===== config.mk =====
export PLATFORM = sky130hd
export DESIGN_NAME = fetch_port_arbiter
export DESIGN_NICKNAME = d
export VERILOG_FILES = /design/src/rtl/fetch_port_arbiter_pkg.sv /design/src/rtl/fetch_tag_fifo.sv /design/src/rtl/fetch_port_arbiter.sv
export SDC_FILE = /design/constraint.sdc
export NUM_CORES = 1
export LEC_CHECK = 0
export BUFFER_PORTS_ARGS = -buffer_cell sky130_fd_sc_hd__clkbuf_2
export CAP_MARGIN = 20
export CORE_AREA = 2 2 181 183
export CTS_CLUSTER_SIZE = 24
export DETAILED_ROUTE_END_ITERATION = 10
export DIE_AREA = 0 0 183 185
export GPL_TIMING_DRIVEN = 0
export HOLD_SLACK_MARGIN = 0.03
export PLACE_DENSITY_LB_ADDON = 0.2
export SLEW_MARGIN = 25
export SYNTH_ARGS = -nofsm -noshare
export SYNTH_HDL_FRONTEND = slang
export SYNTH_SLANG_ARGS = --single-unit

===== constraint.sdc =====
create_clock -name clk_i -period 4.7 [get_ports clk_i]
set_input_delay 0.705 -clock clk_i [delete_from_list [all_inputs] [get_ports clk_i]]
set_output_delay 0.705 -clock clk_i [all_outputs]
set_load 0.01 [all_outputs]

===== src/rtl/fetch_port_arbiter_pkg.sv =====
// Shared types for the instruction-fetch port arbiter: slot count, address and
// slot-index types, arbiter state encoding and a lowest-set-bit helper.
package fetch_port_arbiter_pkg;

    localparam int unsigned peval_width    = 2;
    localparam int unsigned fetch_slot_cnt = peval_width ** 2;

    typedef logic [31:0]                         addr_t;
    typedef logic [$clog2(fetch_slot_cnt)-1:0]   if_idx_t;

    typedef enum logic [1:0] {
        ARB_IDLE  = 2'd0,
        ARB_ISSUE = 2'd1,
        ARB_DRAIN = 2'd2
    } fetch_arb_state_t;

    // Index of the lowest set bit; returns 0 for an empty mask.
    function automatic if_idx_t lowest_set(input logic [fetch_slot_cnt-1:0] mask);
        if_idx_t idx;
        idx = '0;
        for (int i = fetch_slot_cnt - 1; i >= 0; i--) begin
            if (mask[i]) idx = if_idx_t'(i);
        end
        return idx;
    endfunction

endpackage


===== src/rtl/fetch_tag_fifo.sv =====
// Small synchronous FIFO holding the slot index of each in-flight memory read.
// Its occupancy doubles as the outstanding-request counter.
module fetch_tag_fifo
    import fetch_port_arbiter_pkg::*;
#(
    parameter  int unsigned DEPTH = 2,
    localparam int unsigned CW    = $clog2(DEPTH + 1)
) (
    input  logic          clk_i,
    input  logic          rst_i,
    input  logic          clear_i,
    input  logic          push_i,
    input  if_idx_t       push_data_i,
    input  logic          pop_i,
    output if_idx_t       pop_data_o,
    output logic          full_o,
    output logic          empty_o,
    output logic [CW-1:0] count_o
);

    localparam int unsigned PW = (DEPTH > 1) ? $clog2(DEPTH) : 1;

    if_idx_t       mem_q [DEPTH];
    logic [PW-1:0] wr_ptr_q, rd_ptr_q;
    logic [CW-1:0] count_q;
    logic          push_ok, pop_ok;

    function automatic logic [PW-1:0] next_ptr(input logic [PW-1:0] p);
        return (p == PW'(DEPTH - 1)) ? '0 : p + 1'b1;
    endfunction

    assign full_o     = (count_q == CW'(DEPTH));
    assign empty_o    = (count_q == '0);
    assign count_o    = count_q;
    assign pop_data_o = mem_q[rd_ptr_q];
    assign push_ok    = push_i && !full_o;
    assign pop_ok     = pop_i && !empty_o;

    always_ff @(posedge clk_i) begin
        if (rst_i || clear_i) begin
            wr_ptr_q <= '0;
            rd_ptr_q <= '0;
            count_q  <= '0;
        end else begin
            if (push_ok) wr_ptr_q <= next_ptr(wr_ptr_q);
            if (pop_ok)  rd_ptr_q <= next_ptr(rd_ptr_q);
            case ({push_ok, pop_ok})
                2'b10:   count_q <= count_q + CW'(1);
                2'b01:   count_q <= count_q - CW'(1);
                default: count_q <= count_q;
            endcase
        end
    end

    always_ff @(posedge clk_i) begin
        if (push_ok) mem_q[wr_ptr_q] <= push_data_i;
    end

endmodule


===== src/rtl/fetch_port_arbiter.sv =====
// Shares one I-memory read port among the IF fetch slots: accepts a batch,
// issues enabled slots in ascending order and gathers in-order responses.
module fetch_port_arbiter
    import fetch_port_arbiter_pkg::*;
#(
    parameter  int unsigned max_outst = 2,
    localparam int unsigned OUTST_W   = $clog2(max_outst + 1),
    localparam int unsigned N         = fetch_slot_cnt
) (
    input  logic                   clk_i,
    input  logic                   rst_i,
    input  logic                   batch_valid_i,
    output logic                   batch_ready_o,
    input  logic [N-1:0]           batch_en_i,
    input  addr_t [N-1:0]          batch_pc_i,
    input  logic                   flush_i,
    output logic                   mem_req_valid_o,
    output addr_t                  mem_req_addr_o,
    input  logic                   mem_req_ready_i,
    input  logic                   mem_rsp_valid_i,
    input  logic [31:0]            mem_rsp_data_i,
    output logic [N-1:0]           slot_valid_o,
    output addr_t [N-1:0]          slot_pc_o,
    output logic [N-1:0][31:0]     slot_inst_o,
    output logic                   batch_done_o,
    output fetch_arb_state_t       state_o,
    output logic [OUTST_W-1:0]     outst_o
);

    fetch_arb_state_t     state_q, state_d;
    logic [N-1:0]         pend_q, pend_d;
    logic [N-1:0]         slot_valid_q, slot_valid_d;
    addr_t [N-1:0]        slot_pc_q, slot_pc_d;
    logic [N-1:0][31:0]   slot_inst_q, slot_inst_d;
    logic                 done_q, done_d;

    logic [OUTST_W-1:0]   outst_q, outst_next;
    if_idx_t              issue_idx, tag_head;
    logic                 tag_full, tag_empty;
    logic                 req_valid, hs, rsp;

    assign issue_idx = lowest_set(pend_q);
    assign req_valid = (state_q == ARB_ISSUE) && (pend_q != '0) && !tag_full;
    assign hs        = req_valid && mem_req_ready_i;
    // A response with nothing in flight is illegal and simply ignored.
    assign rsp       = mem_rsp_valid_i && !tag_empty;

    fetch_tag_fifo #(.DEPTH(max_outst)) u_tag_fifo (
        .clk_i       (clk_i),
        .rst_i       (rst_i),
        .clear_i     (state_q == ARB_IDLE),
        .push_i      (hs),
        .push_data_i (issue_idx),
        .pop_i       (rsp),
        .pop_data_o  (tag_head),
        .full_o      (tag_full),
        .empty_o     (tag_empty),
        .count_o     (outst_q)
    );

    always_comb begin
        outst_next = outst_q;
        if (hs && !rsp)      outst_next = outst_q + OUTST_W'(1);
        else if (!hs && rsp) outst_next = outst_q - OUTST_W'(1);
    end

    always_comb begin
        state_d      = state_q;
        pend_d       = pend_q;
        slot_valid_d = slot_valid_q;
        slot_pc_d    = slot_pc_q;
        slot_inst_d  = slot_inst_q;
        done_d       = 1'b0;

        if (hs) pend_d[issue_idx] = 1'b0;
        if (rsp && (state_q == ARB_ISSUE) && !flush_i) begin
            slot_inst_d[tag_head]  = mem_rsp_data_i;
            slot_valid_d[tag_head] = 1'b1;
        end

        case (state_q)
            ARB_IDLE: begin
                if (flush_i) begin
                    slot_valid_d = '0;
                end else if (batch_valid_i) begin
                    pend_d       = batch_en_i;
                    slot_valid_d = '0;
                    for (int i = 0; i < N; i++) begin
                        slot_pc_d[i] = batch_en_i[i] ? batch_pc_i[i] : '0;
                    end
                    // An empty batch completes immediately without leaving IDLE.
                    if (batch_en_i == '0) done_d  = 1'b1;
                    else                  state_d = ARB_ISSUE;
                end
            end
            ARB_ISSUE: begin
                if (flush_i) begin
                    pend_d       = '0;
                    slot_valid_d = '0;
                    state_d      = (outst_next != '0) ? ARB_DRAIN : ARB_IDLE;
                end else if ((pend_d == '0) && (outst_next == '0)) begin
                    state_d = ARB_IDLE;
                    done_d  = 1'b1;
                end
            end
            ARB_DRAIN: begin
                if (outst_next == '0) state_d = ARB_IDLE;
            end
            default: state_d = ARB_IDLE;
        endcase
    end

    always_ff @(posedge clk_i) begin
        if (rst_i) begin
            state_q      <= ARB_IDLE;
            pend_q       <= '0;
            slot_valid_q <= '0;
            slot_pc_q    <= '0;
            slot_inst_q  <= '0;
            done_q       <= 1'b0;
        end else begin
            state_q      <= state_d;
            pend_q       <= pend_d;
            slot_valid_q <= slot_valid_d;
            slot_pc_q    <= slot_pc_d;
            slot_inst_q  <= slot_inst_d;
            done_q       <= done_d;
        end
    end

    assign batch_ready_o   = (state_q == ARB_IDLE);
    assign mem_req_valid_o = req_valid;
    assign mem_req_addr_o  = ((state_q == ARB_ISSUE) && (pend_q != '0)) ? slot_pc_q[issue_idx] : '0;
    assign slot_valid_o    = slot_valid_q;
    assign slot_pc_o       = slot_pc_q;
    assign slot_inst_o     = slot_inst_q;
    assign batch_done_o    = done_q;
    assign state_o         = state_q;
    assign outst_o         = outst_q;

endmodule


==> impl_metrics.ini <==
[final_layout]
utilization = 0.466
drive_gt1_frac = 0.310
final_area_um2 = 14900
fillers = 3322
area_growth_pct = 34.0
multi_input_area_um2 = 4920
nets = 2048
seq_area_um2 = 5570

[sta]
maxSlewHeadroom = 0.495
drv_slew = 0
max_freq_mhz = 273
worstMarginPinSlew_ns = 0.757
timing.final.crit_share = 0.779
period_minus_slack_ns = 3.66
finClkSkew_ns = 0.0144
setup_viol = 0
fin_tns_setup_ns = 0
fin_ws_ns = 1.04
rsz0062_at_grt = no
hold_viol_final = 0

[floorplan]
initial_core_util = 0.348
die_height_um = 185
core_um2 = 32000
die_x_um = 183
ios = 469
die_area_um2 = 33900
core.rowCount = 66

[clocking]
cts_setup_buffers = 0
cts_tree = done
cts_max_level = 1
cts_made_buffers = 31
ctsLongestPathBuffers = 3
ctsRootBufferMaster = clkbuf_16
path_clk_slew_ns = 0.06
cts_sinks = 276
clk-insertion-delay-late_ns = 0.55
cts_hold_buf = 0
cts_resized = 0

[logic_synthesis]
syn_area_per_cell_um2 = 8.09
synth_compound_area_frac = 0.162
yosys_warnings = 0
synth_fa_ha_area_frac = 0.00337
ys_types = 48
async_flop_share = 0
synthMuxAreaShare = 0.0431
synth_fp_nets = 1551
ys_seq_elements = 276
syn_area_um2 = 11200
synth_top_family_by_area = simple AND/OR/NAND/NOR gates
synth_ff_type = dfxtp_1
synthSimpleGateAreaFrac = 0.230
ys_seq_area_frac = 0.499
synth_xor_area_frac = 0.00236
netlist_instances = 1378
synth-edff-count = 4

[setup_path]
cp_num_buf_inv = 4
cp_max_fo = 10
cpPeakStageDelay_ns = 0.55
cp-start-kind = flop
worstPathRequired_ns = 3.99
crit_top_cell = clkbuf_1
cp_top_family = buffers and inverters
end_kind = output pin
crit_chain = buf_2 > nor4_2 > or3_1 > clkbuf_1 > clkbuf_1 > nor2_1 > clkbuf_2
cp_slowest_cell = clkbuf_1
worstPathArrival_ns = 2.96
crit_type = flop to output pin

[routing]
drt_iter0_drc = 903
drcViolationCount = 0
detail_route.wl_per_cell_um = 20.4
routed_wl_um = 47000
dr_total_vias = 12000
drtAntennaViolNets = 0
avgViaCountPerCell = 5.19
dr.pass1.iters = 7

[grt]
antenna_found_initial = 3
grt_max_degree = 15
track_usage = 0.264
grt_overflow = 0
grt_pass1_wl_um = 68300
first_global_vias = 11100

[power_and_ir_drop]
p_per_area_nw_per_um2 = 347
p_leak_nw = 6.25
vdd_drop_max_v = 0.000244

[place]
routabilityCongestion = 0.887
portBuffers = 464
place_hpwl_um = 36300
pre_cts_ws_ns = 1.68
placed_area_um2 = 14000

[hold_path]
hold_class = input pin to flop

[job]
cap_violations = 0

[run_status]
status = completed
==> sequential cells by signal (all words and copies together), names as in the netlist, 2 cells and up, named ones only <==
signal / cells
pend_q: 4
slot_inst_o: 128
slot_pc_o: 128
slot_valid_o: 4
state_o: 2
u_tag_fifo.count_o: 2
u_tag_fifo.mem_q: 4
==> final timing paths <==
path                                             from            endpoint  slack, ns  depth (start not counted)
worst max-delay path                        pend_q[0]  mem_req_addr_o[10]       1.04                          7
worst min-delay path                   batch_pc_i[32]       slot_pc_o[32]       0.40                          3
worst max register to register  u_tag_fifo.count_o[0]     slot_inst_o[91]       2.51                          8
worst min register to register        slot_inst_o[16]     slot_inst_o[16]       0.45                          2
==> layout by cell type, fill, tap and decap left out, types with 5 or more instances in the layout <==
cell type  synthesis  layout
clkbuf_2           0     464
nand2_1          401     401
dfxtp_1          272     272
a21oi_1          262     262
nand3_1          131     131
clkbuf_1          77      89
nor2_1            48      48
a222oi_1          32      32
clkbuf_16          0      31
mux2_4            29      29
buf_2             21      21
buf_6             15      15
inv_1             10      10
buf_1              7       7
and2_1             7       7
clkbuf_8           0       7
nor4_1             6       6
buf_4              5       5
clkinv_2           0       5
==> synth_stat cells, types with 2 or more instances <==
master	instances	area share
nand2_1	401	0.13
dfxtp_1	272	0.49
a21oi_1	262	0.12
nand3_1	131	0.059
clkbuf_1	77	0.026
nor2_1	48	0.016
a222oi_1	32	0.029
mux2_4	29	0.039
buf_2	21	0.0094
buf_6	15	0.015
inv_1	10	0.0034
and2_1	7	0.0039
buf_1	7	0.0024
nor4_1	6	0.0034
buf_4	5	0.0034
edfxtp_1	4	0.011
mux2_2	4	0.0040
o21a_1	4	0.0027
ha_1	3	0.0034
nand2b_1	3	0.0017
o21ai_0	3	0.0013
a32oi_1	2	0.0016
o211ai_1	2	0.0013
o21ai_1	2	0.00090
o22ai_1	2	0.0011
o32ai_1	2	0.0016
or3_1	2	0.0011
xor2_1	2	0.0016
==> per-stage QoR <==
step	hold slack [ns]	power, mW	instances
floorplan	0.441	2.68	1378
global placement	0.441	2.92	2250
detailed placement	0.446	2.92	2250
CTS	0.383	5.21	2306
global route	0.400	5.34	2306
finish	0.398	5.18	2308
==> per-layer routing <==
metal / up-vias / GRT usage / wire length, um
met5: - / 0 / 13
met4: 2 / 0.0829 / 1520
met3: 89 / 0.0661 / 4200
met2: 568 / 0.466 / 22800
met1: 5612 / 0.314 / 18500
li1: 5703 / - / -
==> final cells by class <==
class / count / area share
clock buffers: 50 / 0.0614
multi-input cells: 966 / 0.329
inverters: 11 / 0.00276
clock inverters: 6 / 0.00218
flip-flops and latches: 276 / 0.373
diodes: 2 / 0.000335
well taps: 408 / 0.0342
repair buffers: 464 / 0.155
plain buffers: 125 / 0.0420
==> report_power, final <==
group / internal [mW] / leakage, nW / switching (mW)
registers: 2.38 / 2.23 / 0.0354
clock network: 1.32 / 0.466 / 0.987
logic: 0.159 / 3.55 / 0.298
==> kinds of logic (layout without fill, tap and decap cells) <==
kind of cell	Yosys count	count (layout)
AND/OR/NAND/NOR	610	610
adder cells (fa/ha/maj)	3	3
other	0	2
AO/OA/AOI/OAI	317	317
XOR/XNOR	3	3
multiplexers	33	33
flip-flops	276	276
buffers and inverters	136	656
==> tightest hold or removal path: stages <==
cell	delay [ns]
clkbuf_2	0.08
nand3_1	0.07
a21oi_1	0.06
No activity file was read; power rests on OpenSTA's default activity.
